### src/rtl/async_fifo_wr_ctrl.sv
`default_nettype none
// ============================================================================
// Module      : async_fifo_wr_ctrl
// Description : Write-side controller of the dual-clock FIFO. It accepts a
//               valid/busy write stream and drives the RAM write port. It keeps
//               the binary and Gray write pointers, synchronises the read
//               pointer, flags full, and produces the write clock-gate enable.
//               The gate enable is qualified by the one-hot enable_w.
// Options     : `define ASYNC_FIFO_WR_COUNT_EN adds the registered wr_count
//               occupancy output.
// Revision    : 1.0 - initial release
// ============================================================================
module async_fifo_wr_ctrl #(
  parameter int DEPTH       = 16,
  parameter int AW          = 4,
  parameter int DW          = 32,
  parameter int SYNC_STAGES = 2
) (
  input  logic          wr_clk,
  input  logic          wr_reset,
  input  logic          enable_w,
  input  logic          wr_req,
  input  logic [DW-1:0] wr_pd,
  output logic          wr_busy,
  input  logic [AW:0]   rd_ptr_gray,
  output logic [AW:0]   wr_ptr_gray,
  output logic          ram_we,
  output logic [AW-1:0] ram_wa,
  output logic [DW-1:0] ram_wd,
  output logic          wr_full,
  output logic          wr_clk_en
`ifdef ASYNC_FIFO_WR_COUNT_EN
  ,
  output logic [AW:0]   wr_count
`endif
);

  // Elaboration guard on the geometry: DEPTH must be 2**AW, at least 4, and the
  // synchroniser needs two flops or more.
  if (DEPTH != (1 << AW) || DEPTH < 4 || SYNC_STAGES < 2) begin : g_param_check
    $error("async_fifo_wr_ctrl: illegal DEPTH/AW/SYNC_STAGES combination");
  end

  function automatic logic [AW:0] bin2gray(input logic [AW:0] b);
    return b ^ (b >> 1);
  endfunction

  function automatic logic [AW:0] gray2bin(input logic [AW:0] g);
    logic [AW:0] b;
    b[AW] = g[AW];
    for (int i = AW - 1; i >= 0; i--) begin
      b[i] = b[i+1] ^ g[i];
    end
    return b;
  endfunction

  logic                         rst_q;
  logic [AW:0]                  wr_bin_q;
  logic [AW:0]                  wr_bin_d;
  logic [AW:0]                  wr_gray_q;
  logic [SYNC_STAGES-1:0][AW:0] sync_q;
  logic [AW:0]                  rd_sync;
  logic                         ram_we_q;
  logic [AW-1:0]                ram_wa_q;
  logic [DW-1:0]                ram_wd_q;
  logic                         wr_full_q;
  logic                         wr_full_d;
  logic [AW:0]                  full_match;
  logic                         accept;
  logic                         ptr_pending;
  logic                         sync_pending;
  logic                         cnt_pending;

  // The reset tail flop stays set through reset and for one cycle after release.
  // This keeps the write port busy while the read side comes out of reset.
  always_ff @(posedge wr_clk or posedge wr_reset) begin
    if (wr_reset) begin
      rst_q <= 1'b1;
    end else begin
      rst_q <= 1'b0;
    end
  end

  // Plain flop chain for the asynchronous read pointer. Stage 0 samples the raw
  // input directly.
  always_ff @(posedge wr_clk or posedge wr_reset) begin
    if (wr_reset) begin
      sync_q <= '0;
    end else begin
      sync_q[0] <= rd_ptr_gray;
      for (int i = 1; i < SYNC_STAGES; i++) begin
        sync_q[i] <= sync_q[i-1];
      end
    end
  end

  assign rd_sync  = sync_q[SYNC_STAGES-1];
  assign accept   = wr_req & ~wr_full_q & enable_w & ~rst_q;
  assign wr_bin_d = wr_bin_q + {{AW{1'b0}}, accept};

  // Full means the write pointer is one lap ahead of the read pointer. In Gray
  // code that is the read pointer with its top two bits inverted.
  assign full_match = {~rd_sync[AW:AW-1], rd_sync[AW-2:0]};
  assign wr_full_d  = (bin2gray(wr_bin_d) == full_match);

  // Pointer, RAM port and full flag. The Gray pointer is published one cycle
  // after the binary pointer moves, so the RAM write lands before the read
  // side can see it.
  always_ff @(posedge wr_clk or posedge wr_reset) begin
    if (wr_reset) begin
      wr_bin_q  <= '0;
      wr_gray_q <= '0;
      ram_we_q  <= 1'b0;
      ram_wa_q  <= '0;
      ram_wd_q  <= '0;
      wr_full_q <= 1'b0;
    end else begin
      wr_bin_q  <= wr_bin_d;
      wr_gray_q <= bin2gray(wr_bin_q);
      ram_we_q  <= accept;
      if (accept) begin
        ram_wa_q <= wr_bin_q[AW-1:0];
        ram_wd_q <= wr_pd;
      end
      wr_full_q <= wr_full_d;
    end
  end

  // Flag a change still travelling down the synchroniser. The raw input is
  // deliberately not compared, so the asynchronous pin never reaches the
  // gate enable.
  always_comb begin
    sync_pending = 1'b0;
    for (int i = 1; i < SYNC_STAGES; i++) begin
      if (sync_q[i] != sync_q[i-1]) begin
        sync_pending = 1'b1;
      end
    end
  end

  assign ptr_pending = (bin2gray(wr_bin_q) != wr_gray_q);

`ifdef ASYNC_FIFO_WR_COUNT_EN
  logic [AW:0] wr_count_q;
  logic [AW:0] wr_count_d;

  // Occupancy as seen from the write side. A stale read pointer can only
  // over-report.
  assign wr_count_d  = wr_bin_q - gray2bin(rd_sync);
  assign cnt_pending = (wr_count_d != wr_count_q);

  // Occupancy register.
  always_ff @(posedge wr_clk or posedge wr_reset) begin
    if (wr_reset) begin
      wr_count_q <= '0;
    end else begin
      wr_count_q <= wr_count_d;
    end
  end

  assign wr_count = wr_count_q;
`else
  assign cnt_pending = 1'b0;
`endif

  assign wr_busy     = wr_full_q | ~enable_w | rst_q;
  assign wr_clk_en   = enable_w &
                       (wr_req | ram_we_q | ptr_pending | sync_pending | rst_q | cnt_pending);
  assign wr_ptr_gray = wr_gray_q;
  assign ram_we      = ram_we_q;
  assign ram_wa      = ram_wa_q;
  assign ram_wd      = ram_wd_q;
  assign wr_full     = wr_full_q;

endmodule
`default_nettype wire

### config.mk
export PLATFORM = sky130hd
export DESIGN_NAME = async_fifo_wr_ctrl
export DESIGN_NICKNAME = d
export VERILOG_FILES = /design/src/rtl/async_fifo_wr_ctrl.sv
export SDC_FILE = /design/constraint.sdc
export NUM_CORES = 1
export LEC_CHECK = 0
export ABC_AREA = 1
export CAP_MARGIN = 25
export CORE_MARGIN = 8
export CORE_UTILIZATION = 45
export DETAILED_ROUTE_END_ITERATION = 16
export DONT_BUFFER_PORTS = 1
export PLACE_DENSITY = 0.59
export SYNTH_ARGS = -nofsm -noshare
export SYNTH_HDL_FRONTEND = slang
export SYNTH_SLANG_ARGS = --single-unit
### constraint.sdc
create_clock -name wr_clk -period 5 [get_ports wr_clk]
set_input_delay 0.25 -clock wr_clk [delete_from_list [all_inputs] [get_ports wr_clk]]
set_output_delay 0.25 -clock wr_clk [all_outputs]
set_load 0.02 [all_outputs]
======== Word level (Yosys, flattened, before mapping) ========
Cells that the tools add are included.
word-level totals
  bits of input ports ..................... 41
  ROM bits ................................ 0
  latch bits .............................. 0
  bits in registers ....................... 59
  memories ................................ 0
  RAM bits ................................ 0
  output and inout bits ................... 45
operators by class
  multiplexer cells ....................... 1
  reductions and logical operators ........ 0
  multiply operators ...................... 0
  $add $sub $neg .......................... 1
  bitwise gates (word level) .............. 16
  div/mod/pow operators ................... 0
  $lt $le $gt $ge ......................... 0
  shifts and indexed selects .............. 0
  eq/ne operators ......................... 3
operators with widths
  cell           number
  $ne A5 B5 Y1   2
  $xor A5 B4 Y5  2
  $or A1 B1 Y1   6
  $add A5 B1 Y5  1
  $eq A5 B5 Y1   1
  $and A1 B1 Y1  4
  $not A1 Y1     3
  $not A2 Y2     1
  $mux W1        1

======== Longest topological paths before layout ========
Gate-level depths: netlist of run 1.
  depth after elaboration ................. 7
  gate-level depth with buffers ........... 16
  depth with buffers taken out ............ 15

======== Least setup slack after synthesis of run 1 ========
Ideal clock, no wire load.
  path type ............................... flip-flop to flip-flop
  start point ............................. reg wr_full_q (netlist: wr_full)
  end point ............................... reg wr_full_q (netlist: wr_full)
  data required time ...................... 4.885 ns
  period minus slack after synthesis ...... 1.924 ns
  arrival ................................. 1.809 ns
  setup time .............................. 0.115 ns
  path buffers ............................ 1
  cell stages (with the launch flop) ...... 16
  path slack .............................. 3.076 ns
  path through ............................ dfrtp_1 nor2_2 nand3_2 inv_2 buf_6 ha_1 ha_1 nand2_1 nand2_2 nand2_2 inv_2 nand2_2 nand2_1 nand2_1 nand2_1 nor2_1
between the ends
  cells in the longest elaborated chain, start to end .. 7
RTL lines
  item                         RTL line  text
  from (decl)                  66        logic wr_full_q;
  from (signal assigned)       125       wr_full_q <= wr_full_d;
  $not A1 Y1                   98        assign accept = wr_req & ~wr_full_q & enable_w & ~rst_q;
  $and A1 B1 Y1 (3 in series)  98
  net accept                   69        logic accept;
  $add A5 B1 Y5                99        assign wr_bin_d = wr_bin_q + {{AW{1'b0}}, accept};
  net wr_bin_d[4]              59        logic [AW:0] wr_bin_d;
  $xor A5 B4 Y5                45        return b ^ (b >> 1);
  $eq A5 B5 Y1                 104       assign wr_full_d = (bin2gray(wr_bin_d) == full_match);
  net wr_full_d                67        logic wr_full_d;
The timed path passes the listed nets, and every way through them passes these cells.
A chain may end at the register's enable or synchronous reset.

======== Worst setup path after layout of run 1 ========
  start point ............................. reg wr_full_q (netlist: wr_full)
  end point ............................... reg wr_full_q (netlist: wr_full)
between the ends
  cells in the longest elaborated chain, start to end .. 7
RTL lines
  item                         RTL line
  $not A1 Y1                   98
  $and A1 B1 Y1 (3 in series)  98
  $add A5 B1 Y5                99
  $xor A5 B4 Y5                45
  $eq A5 B5 Y1                 104
  net wr_full_d                67
The timed path passes the listed nets, and every way through them passes these cells.

==> run metrics, run 1 <==
status=completed; Final min period=3.169 ns; clock-pin slew on the worst setup and hold paths=0.07 ns; CTS Buf Count=9; area of the multi-input gates=a little over 800 um^2; final hold violation count=0; Ports=86; post-CTS sizing=0; largest net degree at the start of global routing=60; Max-cap violations=0; IO Port Bufs=0; Yosys warning total=0; synthesized instance count=around 280; DRC Markers=0; placement row count=27; Initial Utilization=45.46%; Antenna Nets Post-Route=0; layout cells sized above 1=10.37%; first-pass GRT wire length=8.645 mm; grt ovf=0; GP Congestion=0.7550; Commonest cells post-synth=151 x nand2_1, 58 x dfrtp_1, 22 x inv_1, 10 x nand3_1, 6 x inv_2; worst r2r src=wr_full; period utilisation layout=approximately 63%; postcts setup bufs=0; Placeable Area=~5400 um^2; Slew headroom=a little under half; Leakage=approximately 1.5 nW; worst path required time=5.25 ns; vias=1690; sequential-to-total area share from yosys stat=about three fifths; clock latency on the worst-skew pair=0.32 ns; most instantiated library cell after synthesis=nand2_1; fill count=between 500 and 600; initial antenna violation count=0; antenna cells=0; RSZ-0062 raised after global routing=false; GRT Overall Usage=approximately an eighth; crit path max fanout=41; Critical path origin=wr_full; Slew @ Worst Pin=0.7802 ns; Final Net Count=339; reg2reg path depth=13; Area Overhead vs Synth=13.09%; final setup fails=0; Yosys reg bits=between 50 and 60; Async SR Flop Fraction=100.0%; vias in the first global route=1757; dominant cells by area after synthesis=dfrtp_1 59%, nand2_1 23%, inv_1 3.4%; Mean Syn Cell Area=between 8 and 9 um^2; area of the mapped netlist=2457 um^2; R2R Setup Slk=~1.8 ns; CTS tree=yes; H-tree Lvls=3; VDD IR-drop max=roughly 250 uV; CP Cell Sequence=nor2_2 > nand3_2 > inv_2 > ha_1 > ha_1 > inv_1 > nand2_1 > nand2_1 > nand2_1 > nand2_1 > nand2_1 > nand4_1 > nor2_1; crit path max-delay cell type=inv_2; Iter 0 DRT Violations=87; die area=8081 um^2; drt pass-1 iters=4; Syn Nets=329; wire length per cell=13.90 um; DIE HEIGHT=89.90 um; top-area cell type share of the netlist area=around three fifths; Hold Crit Class=in2async; crit-path most repeated cell=nand2_1; ys flop type=dfrtp_1; Die Wd=89.90 um; vias per cell=about 4.6; pwr/cell area=around 580 nW/um^2; CTS root buffer=clkbuf_8; register area=roughly 1500 um^2; EDFF count, synth=0; Detail Placement HPWL=around 3.7 mm; Startpoint Class=register; worst path arrival time=3.41 ns; maximum clock frequency=315.6 MHz; overall power=1.623 mW; area leader, netlist=dfrtp_1; clock sinks=59; Post-Route WL=5.158 mm; max-slew violation count=0; CP Capture Point=wr_full; Layout Skew=0.006652 ns; capturing point of the worst reg2reg path=wr_full; post-synth cell types=19; Setup crit end kind=register; critical path's largest stage delay=0.73 ns; Clock Path Buffers=2; setup TNS=0 ns; Setup CP Type=reg2reg
where the power goes:
| part | internal (mW) | leakage [nW] | switching (mW) |
|---|---|---|---|
| Clock | 0.307 | 0.113 | 0.180 |
| Sequential | 0.597 | 0.717 | 0.229 |
| Combinational | 0.120 | 0.682 | 0.189 |
| Total | 1.02 | 1.51 | 0.599 |
cell type report:
cell class,count,share of cell area [%]
Clock inverter,4,2.611
Clock buffer,12,5.583
Sequential cell,59,53.17
Tap cell,72,3.242
Timing Repair Buffer,6,2.071
Inverter,28,3.782
Multi-Input combinational cell,190,29.54
flip-flops by register name (all words and copies together), names as in the netlist:
name,cells
ram_wd,32
rd_sync,5
sync_q,5
wr_bin_q,5
wr_ptr_gray,5
ram_wa,4
ram_we,1
rst_q,1
wr_full,1
layer usage:
metal,track usage (%),part of all wire [%]
met5,0,0
met1,16.56,47
met4,7.074,0.85
met3,5.985,9.0
met2,18.71,43
logic make-up after synthesis:
logic type               after synthesis  synth area share, %
other                                  1               0.1526
buffers and inverters                 35                6.466
adder cells (fa/ha/maj)                4                2.037
AND/OR/NAND/NOR                      175                28.41
AO/OA/AOI/OAI                          5                1.018
flip-flops                            59                60.13
XOR/XNOR                               5                1.782
worst max-delay path: cells and delay by family, from the launching register on:
| kind | cells | cell delay (ns) |
|---|---|---|
| simple gates | 9 | 1.25 |
| buf+inv | 2 | 0.80 |
| flops | 1 | 0.47 |
| fa+ha+maj | 2 | 0.56 |
worst min path at each step:
stage                        start         end
detailed placement  rd_ptr_gray[3]   sync_q[3]
finish                    wr_reset   ram_wd[5]
global placement    rd_ptr_gray[3]   sync_q[3]
CTS                      wr_pd[10]  ram_wd[10]
global route             wr_pd[10]  ram_wd[10]
floorplan           rd_ptr_gray[0]   sync_q[0]
stage by stage:
stage	util [%]	instance area [um^2]	std cells	hold WS [ns]	setup slack, ns
6_report	51.41	2779	371	0.02425	1.831
5_1_grt	51.41	2779	371	0.01468	1.337
4_1_cts	51.41	2779	371	0.01882	1.735
3_5_place_dp	46.27	2501	350	0.2815	1.772
3_3_place_gp	46.27	2501	350	0.2815	1.804
2_1_floorplan	-	2457	284	0.2814	3.076
cell usage in the layout, fill, tap and decap left out:
cell type / netlist / routed
clkbuf_1: 0 / 1
dlygate4sd3_1: 0 / 5
nand3_2: 2 / 2
clkbuf_8: 0 / 11
ha_1: 4 / 4
clkinv_2: 0 / 1
nor2_2: 1 / 1
dfrtp_1: 58 / 58
clkinvlp_4: 0 / 1
dfstp_2: 1 / 1
xnor2_1: 5 / 5
a21oi_1: 1 / 1
nand2_1: 151 / 151
o21ai_1: 4 / 4
nor3_1: 1 / 1
nor2_1: 5 / 5
inv_2: 6 / 7
buf_4: 0 / 1
nand4_1: 1 / 1
conb_1: 1 / 1
inv_1: 22 / 21
bufinv_16: 0 / 2
nand2_2: 4 / 4
nand3_1: 10 / 10
timing repair:
item	in CTS	in global routing
hold buffers	5	0
hold endpoints to repair	5	0
setup endpoints to repair	0	0
Note: power is estimated with default switching activity, not from simulation.
==> run 2: changes to the inputs <==
ABC_AREA = 0   (was 1)
PLACE_DENSITY = 0.61   (was 0.59)
clock period = 2.74 ns   (was 5 ns; I/O delays follow)
==> run metrics, run 2 <==
largest net degree at the start of global routing=38 (-37%); Setup CP Type=reg2reg; hold endpoint=wr_bin_q[0]; clock latency on the worst-skew pair=0.32 ns (about the same); CTS root buffer=clkbuf_8; postcts setup bufs=0 (unchanged); grt ovf=0 (unchanged); Async SR Flop Fraction=100.0% (unchanged); Commonest cells post-synth=58 x dfrtp_1, 36 x mux2_2, 13 x xor2_1, 4 x buf_2, 4 x ha_1; Startpoint Class=register; fill count=403 (-24%); switching share of power=33.70% (-3.2 points); crit path max-delay cell type=dfstp_2; R2R Setup Slk=0.40 ns (-1.43 ns); sequential-to-total area share from yosys stat=65.10% (+5.0 points); maximum clock frequency=427.9 MHz (+36%); initial antenna violation count=0 (unchanged); worst path required time=2.97 ns (-2.28 ns); GP Congestion=0.7932 (+5.1%); antenna cells=0 (unchanged); Post-Route WL=4.941 mm (-4.2%); post-synth cell types=29 (+10); Pint=2.093 mW (+100%); Leakage=1.320 nW (-13%); DRC Markers=0 (unchanged); capturing point of the worst reg2reg path=wr_full; H-tree Lvls=3 (unchanged); Place WS=0.4113 ns (-1.360 ns); most instantiated library cell after synthesis=dfrtp_1; EDFF count, synth=0 (unchanged); Area Overhead vs Synth=31.42%; vias=1336 (-21%); Hold Startpoint=enable_w; CTS tree=yes; worst r2r src=rst_q; Final Net Count=236 (-30%); max FFs per register=32 (unchanged); period utilisation layout=85.29% (+22 points); IO Port Bufs=0 (unchanged); die area=7572 um^2 (-6.3%); CP Cell Sequence=nor2_1 > and3_2 > ha_1 > ha_1 > xor2_1 > xor2_1 > or3_1 > a221oi_2; first-pass GRT wire length=7.866 mm (-9.0%); Slew headroom=65.40% (+17 points); max-slew violation count=0 (unchanged); WHS Path Cells=2; vias per cell=5.023 (+10%); Die Wd=87.02 um (-3.2%); final hold violation count=0 (unchanged); Final min period=2.337 ns (-0.8317 ns); layout cells sized above 1=30.61% (+20 points); Antenna Nets Post-Route=0 (unchanged); Clk pwr share=29.9% (about the same); final setup fails=0 (unchanged); Ports=86 (unchanged); placement row count=26 (-3.7%); reg2reg path depth=8 (-5); Iter 0 DRT Violations=56 (-36%); status=completed; Clock Path Buffers=2 (unchanged); post-CTS sizing=0 (unchanged); Slew @ Worst Pin=0.5183 ns (-0.2619 ns); PnR worst setup slack=0.4032 ns (-1.428 ns); combinational power share=18.3% (-0.8 points); Hold Crit Class=in2reg; CP top delay family=simple AND/OR/NAND/NOR gates; area leader, netlist=dfrtp_1; Mean Syn Cell Area=15.87 um^2 (+83%); buffers and inverters on the worst path=0 (-2); worst path arrival time=2.57 ns (-0.84 ns); Max-cap violations=0 (unchanged); Yosys reg bits=59 (unchanged); Placeable Area=4977 um^2 (-7.9%); most frequent cells in the layout=58 x dfrtp_1, 38 x dlygate4sd3_1, 36 x mux2_2; Initial Utilization=45.60% (+0.14 points); dominant cells by area after synthesis=dfrtp_1 64%, mux2_2 18%, xor2_1 5.0%; ys flop type=dfrtp_1; RSZ-0062 raised after global routing=false; P_sw=1.064 mW (+78%); clock sinks=59 (unchanged); GRT Overall Usage=14.10% (+0.84 points); VDD IR-drop max=498.1 uV (+100%); wire length per cell=18.58 um (+34%); Setup crit end kind=register; vias in the first global route=1536 (-13%); setup TNS=0 ns (unchanged); Layout Skew=0.003155 ns (-0.003498 ns); area of the mapped netlist=2270 um^2 (-7.6%); clock-pin slew on the worst setup and hold paths=0.06 ns (about the same); Detail Placement HPWL=3.464 mm (-5.7%); critical path's largest stage delay=0.53 ns (-0.20 ns); most common cell after layout, fill and taps aside=dfrtp_1; Syn Nets=188 (-43%); synthesized instance count=143 (-50%); DIE HEIGHT=87.02 um (-3.2%); drt pass-1 iters=4 (unchanged); sequential share of power=51.8% (+0.9 points); Yosys warning total=0 (unchanged); CTS Buf Count=9 (unchanged); top-area cell type share of the netlist area=63.95% (+4.9 points); crit path max fanout=4 (-90%); pwr/cell area=1058 nW/um^2 (+81%); hold-fix buffer count after cts=38 (+33)
==> run 2: per-stage QoR <==
stage	cell area [um^2]	hold WS (ns)	std cells	utilization, %	power, mW
CTS	2983	0.1334	266	59.93	3.208
detailed placement	2361	0.09108	212	47.44	2.201
global placement	2361	0.06952	212	47.44	2.169
finish	2983	0.1527	266	59.93	3.157
global route	2983	0.1537	266	59.93	3.322
floorplan	2270	0.1684	143	-	2.015
==> run 2: logic make-up after synthesis <==
logic type / after synthesis / synth area share, %
AO/OA/AOI/OAI: 8 / 3.197
adder cells (fa/ha/maj): 4 / 2.205
buffers and inverters: 5 / 1.047
AND/OR/NAND/NOR: 14 / 3.583
multiplexers: 36 / 17.86
XOR/XNOR: 16 / 6.836
other: 1 / 0.1652
flip-flops: 59 / 65.10
==> run 2: worst max path at each step <==
stage | start | to | slack [ns] | depth (start not counted)
floorplan | wr_full | wr_full | 0.17 | 10
finish | rst_q | wr_full | 0.40 | 8
CTS | wr_bin_q[2] | wr_clk_en | 0.36 | 5
detailed placement | rst_q | wr_full | 0.41 | 8
global placement | rst_q | wr_full | 0.49 | 8
global route | rst_q | wr_full | 0.25 | 8
==> run 2: final cells by class <==
cell class                 count  area, um^2  area share, %
clock buffer                  11       141.4          4.740
multi-input combinational     79       769.5          25.80
inverter                       1       3.754         0.1258
clock inverter                 5       100.1          3.356
timing repair buffer          41       402.9          13.51
sequential                    59        1478          49.54
tap                           70       87.58          2.936
==> run 2: power groups by stage <==
stage	Combinational (mW)	Sequential, mW	Clock, mW
6_report	0.576	1.64	0.944
4_1_cts	0.588	1.65	0.973
3_5_place_dp	0.542	1.66	0
3_3_place_gp	0.516	1.65	0
5_1_grt	0.638	1.68	1.01
2_1_floorplan	0.440	1.58	0
==> run 2: worst register-to-register path, cell delays in order (launching register included) <==
cell      delay [ns]
dfstp_2         0.53
nor2_1          0.05
and3_2          0.21
ha_1            0.20
ha_1            0.24
xor2_1          0.26
xor2_1          0.12
or3_1           0.37
a221oi_2        0.27
==> run 2: per-layer routing <==
layer	global-route usage, %	up-vias	wire [um]
met5	0	-	0
met4	7.512	0	91
met3	6.321	9	435
met2	24.15	50	2655
met1	14.02	673	1759
li1	-	604	-
